[src/rtl/xgemac_rx_pkt_source.sv]
// Packet-aware receive FIFO: words are written freely, but reads only start once
// a complete packet (eop written) is stored, so the consumer never sees a partial packet.
module xgemac_rx_pkt_source #(
  parameter int DATA_WIDTH = 64,
  parameter int MOD_WIDTH  = 3,
  parameter int FIFO_DEPTH = 64
) (
  input  logic                  clk,
  input  logic                  rst_n,
  input  logic                  wr_val,
  input  logic [DATA_WIDTH-1:0] wr_data,
  input  logic                  wr_sop,
  input  logic                  wr_eop,
  input  logic [MOD_WIDTH-1:0]  wr_mod,
  input  logic                  wr_err,
  output logic                  wr_full,
  input  logic                  pkt_rx_ren,
  output logic                  pkt_rx_avail,
  output logic                  pkt_rx_val,
  output logic [DATA_WIDTH-1:0] pkt_rx_data,
  output logic                  pkt_rx_sop,
  output logic                  pkt_rx_eop,
  output logic [MOD_WIDTH-1:0]  pkt_rx_mod,
  output logic                  pkt_rx_err,
  output logic                  rx_ovf
);

  localparam int AW = $clog2(FIFO_DEPTH);
  localparam int CW = AW + 1;
  localparam int WW = DATA_WIDTH + MOD_WIDTH + 3;

  logic [WW-1:0]         mem [FIFO_DEPTH];
  logic [AW-1:0]         wr_ptr;
  logic [AW-1:0]         rd_ptr;
  logic [CW-1:0]         word_cnt;
  logic [CW-1:0]         pkt_cnt;
  logic [CW-1:0]         pkt_cnt_next;
  logic [CW-1:0]         word_cnt_next;

  logic                  wr_accept;
  logic                  pop;
  logic                  pkt_in;
  logic                  pkt_out;
  logic [WW-1:0]         wr_word;
  logic [WW-1:0]         rd_word;
  logic [DATA_WIDTH-1:0] rd_data;
  logic                  rd_sop;
  logic                  rd_eop;
  logic [MOD_WIDTH-1:0]  rd_mod;
  logic                  rd_err;

  assign wr_full   = (word_cnt == CW'(FIFO_DEPTH));
  assign wr_accept = wr_val && !wr_full;
  // Only complete packets are readable, so a nonzero packet count gates every pop.
  assign pop       = pkt_rx_ren && (pkt_cnt != '0);

  assign wr_word = {wr_data, wr_sop, wr_eop, wr_mod, wr_err};
  assign rd_word = mem[rd_ptr];
  assign rd_data = rd_word[WW-1 -: DATA_WIDTH];
  assign rd_sop  = rd_word[MOD_WIDTH+2];
  assign rd_eop  = rd_word[MOD_WIDTH+1];
  assign rd_mod  = rd_word[MOD_WIDTH:1];
  assign rd_err  = rd_word[0];

  assign pkt_in  = wr_accept && wr_eop;
  assign pkt_out = pop && rd_eop;

  always_comb begin
    pkt_cnt_next = pkt_cnt;
    unique case ({pkt_in, pkt_out})
      2'b10:   pkt_cnt_next = pkt_cnt + CW'(1);
      2'b01:   pkt_cnt_next = pkt_cnt - CW'(1);
      default: pkt_cnt_next = pkt_cnt;
    endcase
  end

  always_comb begin
    word_cnt_next = word_cnt;
    unique case ({wr_accept, pop})
      2'b10:   word_cnt_next = word_cnt + CW'(1);
      2'b01:   word_cnt_next = word_cnt - CW'(1);
      default: word_cnt_next = word_cnt;
    endcase
  end

  // Storage array carries no reset; validity is tracked entirely by the counters.
  always_ff @(posedge clk) begin
    if (wr_accept) begin
      mem[wr_ptr] <= wr_word;
    end
  end

  always_ff @(posedge clk or negedge rst_n) begin
    if (!rst_n) begin
      wr_ptr   <= '0;
      rd_ptr   <= '0;
      word_cnt <= '0;
      pkt_cnt  <= '0;
    end else begin
      if (wr_accept) begin
        wr_ptr <= wr_ptr + AW'(1);
      end
      if (pop) begin
        rd_ptr <= rd_ptr + AW'(1);
      end
      word_cnt <= word_cnt_next;
      pkt_cnt  <= pkt_cnt_next;
    end
  end

  always_ff @(posedge clk or negedge rst_n) begin
    if (!rst_n) begin
      pkt_rx_val   <= 1'b0;
      pkt_rx_avail <= 1'b0;
      pkt_rx_data  <= '0;
      pkt_rx_sop   <= 1'b0;
      pkt_rx_eop   <= 1'b0;
      pkt_rx_mod   <= '0;
      pkt_rx_err   <= 1'b0;
      rx_ovf       <= 1'b0;
    end else begin
      pkt_rx_avail <= (pkt_cnt_next != '0);
      rx_ovf       <= wr_val && wr_full;
      pkt_rx_val   <= pop;
      if (pop) begin
        pkt_rx_data <= rd_data;
        pkt_rx_sop  <= rd_sop;
        pkt_rx_eop  <= rd_eop;
        pkt_rx_mod  <= rd_mod;
        pkt_rx_err  <= rd_err;
      end else begin
        // Data and mod hold their last value; the framing strobes are forced low.
        pkt_rx_sop  <= 1'b0;
        pkt_rx_eop  <= 1'b0;
        pkt_rx_err  <= 1'b0;
      end
    end
  end

endmodule

[config.mk]
export PLATFORM = sky130hd
export DESIGN_NAME = xgemac_rx_pkt_source
export DESIGN_NICKNAME = d
export VERILOG_FILES = /design/src/rtl/xgemac_rx_pkt_source.sv
export SDC_FILE = /design/constraint.sdc
export NUM_CORES = 2
export LEC_CHECK = 0
export ABC_CLOCK_PERIOD_IN_PS = 5950
export BUFFER_PORTS_ARGS = -buffer_cell sky130_fd_sc_hd__buf_2
export CAP_MARGIN = 20
export CORE_MARGIN = 4
export CORE_UTILIZATION = 55
export CTS_CLUSTER_SIZE = 28
export DETAILED_ROUTE_END_ITERATION = 10
export HOLD_SLACK_MARGIN = 0.06
export MAX_ROUTING_LAYER = met4
export PLACE_DENSITY = 0.71
export SLEW_MARGIN = 20
export SYNTH_ARGS = -nofsm -noshare
export SYNTH_HDL_FRONTEND = slang
export SYNTH_MEMORY_MAX_BITS = 65536
export SYNTH_SLANG_ARGS = --single-unit
export TNS_END_PERCENT = 5
[constraint.sdc]
create_clock -name clk -period 5.95 [get_ports clk]
set_clock_uncertainty 0.1 [all_clocks]
set_input_delay 0.8925 -clock clk [delete_from_list [all_inputs] [get_ports clk]]
set_output_delay 0.8925 -clock clk [all_outputs]
set_load 0.02 [all_outputs]
==> results.tsv <==
stage	metric	value	unit
power_and_ir_drop	leakage power total	62.68	nW
outcome	outcome	completed	
finish	final core occ	62.17	%
sta	actual slew at the worst max-slew pin	1.238	ns
power_and_ir_drop	Peak VDD IR	0.0005579	V
setup_path	CP endpoint	pkt_rx_avail	
synth	sequential element share of the synthesized area	78.40	%
synth	Main synth FF type	edfxtp_1	
floorplanning	I/O pin count	148	
sta	Final Setup Violations	0	
detailed_routing	1st-pass router iterations	7	
power_and_ir_drop	Sw Pwr	0.02745	W
finish	layout cells sized above 1	24.37	%
power_and_ir_drop	register share of total power	42.0	%
clocking	setup bufs post-CTS	0	
detailed_routing	initial DRC count	13870	
setup_path	CP endpoint kind	register	
detailed_routing	Wirelength per Cell	37.40	um
floorplanning	Core ar.	315700	um^2
power_and_ir_drop	Net Sw Frac	30.48	%
global_route	vias in the first global route	87210	
setup_path	reg2reg start	rd_ptr[0]	
synth	syn_nets	7925	
synth	Syn Area/Cell	22.30	um^2
place	I/O Buffers	147	
finish	area grow syn2layout	12.33	%
power_and_ir_drop	combinational fraction of design power	27.3	%
synth	flops & latches, synth	4579	
setup_path	crit-path max FO	37	
detailed_routing	vias	88570	
clocking	CTS-repair resized insts	0	
synth	EDFF count, synth	4480	
synth	ys async rst share	2.162	%
sta	max frequency	208.4	MHz
sta	final critical-path required period	4.799	ns
global_route	largest net degree at the start of global routing	164	
sta	RSZ-0062 raised after global routing	false	
synth	post-synthesis instance total	7835	
floorplanning	starting density of the core	55.35	%
setup_path	R2R depth	12	
global_route	Congestion Overflow GR	0	
sta	Worst slew margin	17.47	%
floorplanning	total die area	326800	um^2
floorplanning	Rows	206	
setup_path	WP data required	6.70	ns
setup_path	critical path class	reg2reg	
min_path	Hold Path Class	in2reg	
setup_path	r2r setup slk	1.15	ns
setup_path	CP max-delay cell	dfrtp_4	
synth	Yosys warning total	0	
place	HPWL after DPL	249700	um
setup_path	CP startpoint kind	register	
synth	post-synth top area cell	edfxtp_1	
clocking	Clock transition at path regs	0.06	ns
synth	top cell type's share of synthesized area	76.98	%
finish	Nets	8330	
global_route	GRT Util Overall	30.25	%
global_route	initial antenna violation count	36	
floorplanning	die height	571.7	um
floorplanning	Die Wd	571.7	um
clocking	CTS buffer count	442	
power_and_ir_drop	internal power	0.06261	W
clocking	CTS root buffer	clkbuf_16	
clocking	CTS tree	built	
detailed_routing	Residual DRC	0	
synth	top cells by area, synth	edfxtp_1, mux4_2, mux2i_1	
clocking	cts hold-fix bufs	2	
clocking	clock sinks	4579	
job	maxcap violations	0	
clocking	CTS max path bufs	4	
synth	Synth top cells by count	edfxtp_1, mux4_2, mux2i_1	
clocking	Clk Latency, worst-skew pair	1.01	ns
detailed_routing	post-detailed-route count of antenna-violating nets	0	
setup_path	worst setup path start	rd_ptr[0]	
sta	TNS Setup	0	ns
detailed_routing	vias per inst	6.913	
global_route	global-route wire length before repair	673500	um
detailed_routing	Routed WL	479200	um
setup_path	CP max stage delay	0.96	ns
power_and_ir_drop	Clk network pwr share	30.8	%
power_and_ir_drop	Power Dens Cells	458.8	nW/um^2
sta	Final Hold Fails	0	
setup_path	crit path DAT	5.55	ns
sta	period utilization	80.66	%
synth	Distinct cells, synth	64	
synth	Mapped Area	174800	um^2
sta	Final Max Tran Viols	0	
clocking	H-tree depth	5	
place	routability cong.	0.8295	
setup_path	crit path cell chain	mux4_2 > mux4_2 > mux2i_1 > o22ai_1 > ha_1 > ha_1 > a21o_1 > a21oi_1 > xor2_1 > o21ai_0 > nor4_1 > nand4b_1	
setup_path	RR Endpoint	pkt_rx_avail	
synth	top-count cell post-synth	edfxtp_1	
[cells by family after synthesis]
kind of cell	count (synthesis)	share of synthesized area, %
flops	4579	78.40
mux	1610	16.00
compound gates	771	3.034
buf+inv	457	1.356
simple gates	383	0.9980
xor+xnor	19	0.09522
fa+ha+maj	16	0.1231
[cell usage in the layout (no fill, tap or decap), types with 61 or more instances in the layout]
cell,count
clkbuf_1,119
buf_2,125
buf_4,210
a22oi_1,143
mux2i_1,645
buf_12,63
mux4_2,944
o21ai_0,128
o22ai_1,101
a221oi_1,61
a21oi_1,111
nor2_4,70
dfrtp_1,94
clkinv_1,67
clkinv_2,80
edfxtp_1,4480
clkbuf_16,444
nand2_1,123
[stage by stage]
step / std cells / power, W / hold WS [ns] / cell area (um^2) / setup slack (ns)
after floorplan: 7835 / 0.05482 / 0.3337 / 174800 / 0.5805
after global placement: 11950 / 0.06240 / 0.3511 / 181600 / 1.163
after detailed placement: 11950 / 0.06274 / 0.3511 / 181700 / 1.215
after CTS: 12780 / 0.09018 / 0.3630 / 196100 / 1.208
after global routing: 12810 / 0.09296 / 0.2413 / 196300 / 0.9708
final: 12810 / 0.09006 / 0.2745 / 196300 / 1.151
[sequential cells by signal, indices dropped and copies added (netlist names), 3 cells and up]
name and flops:
mem 4480, rd_ptr 6, word_cnt 7, pkt_cnt 7
pkt_rx_data 64, pkt_rx_mod 3, wr_ptr 6
[per-layer routing]
metal / track usage (%) / share of wire, %
met1: 41.98 / 36
met2: 44.97 / 47
met3: 6.849 / 13
met4: 10.51 / 4.0
met5: - / 0
[power groups by stage]
stage | clock network (W) | logic, W | registers, W
global placement | 0 | 0.0240 | 0.0384
finish | 0.0277 | 0.0245 | 0.0378
CTS | 0.0280 | 0.0244 | 0.0378
global route | 0.0294 | 0.0257 | 0.0379
floorplan | 0 | 0.0166 | 0.0382
detailed placement | 0 | 0.0243 | 0.0385
[critical path: cells and delay by family, from the launching register on]
| family | cells | cell delay [ns] |
|---|---|---|
| xor+xnor | 1 | 0.22 |
| flops | 1 | 0.96 |
| mux | 3 | 1.30 |
| fa+ha+maj | 2 | 0.73 |
| compound gates | 4 | 0.82 |
| simple gates | 2 | 0.46 |
[cell type report]
cell class,instances,area [um^2]
clock buffer,610,12200
inverter,14,55.05
sequential,4579,137000
fill,20750,119400
multi-input combinational,2799,35950
clock inverter,216,2211
timing repair buffer,404,3577
tap,4160,5205
antenna,31,77.57
[how the worst min path moves through the flow]
stage	startpoint	endpoint	slack [ns]	depth (start not counted)
after floorplan	word_cnt[6]	word_cnt[6]	0.33	1
after global placement	word_cnt[6]	word_cnt[6]	0.35	1
after detailed placement	word_cnt[6]	word_cnt[6]	0.35	1
after CTS	word_cnt[6]	word_cnt[6]	0.36	1
after global routing	wr_data[3]	mem[46][9]	0.24	1
final	wr_data[3]	mem[41][9]	0.27	1
Note: power is estimated with default switching activity, not from simulation.
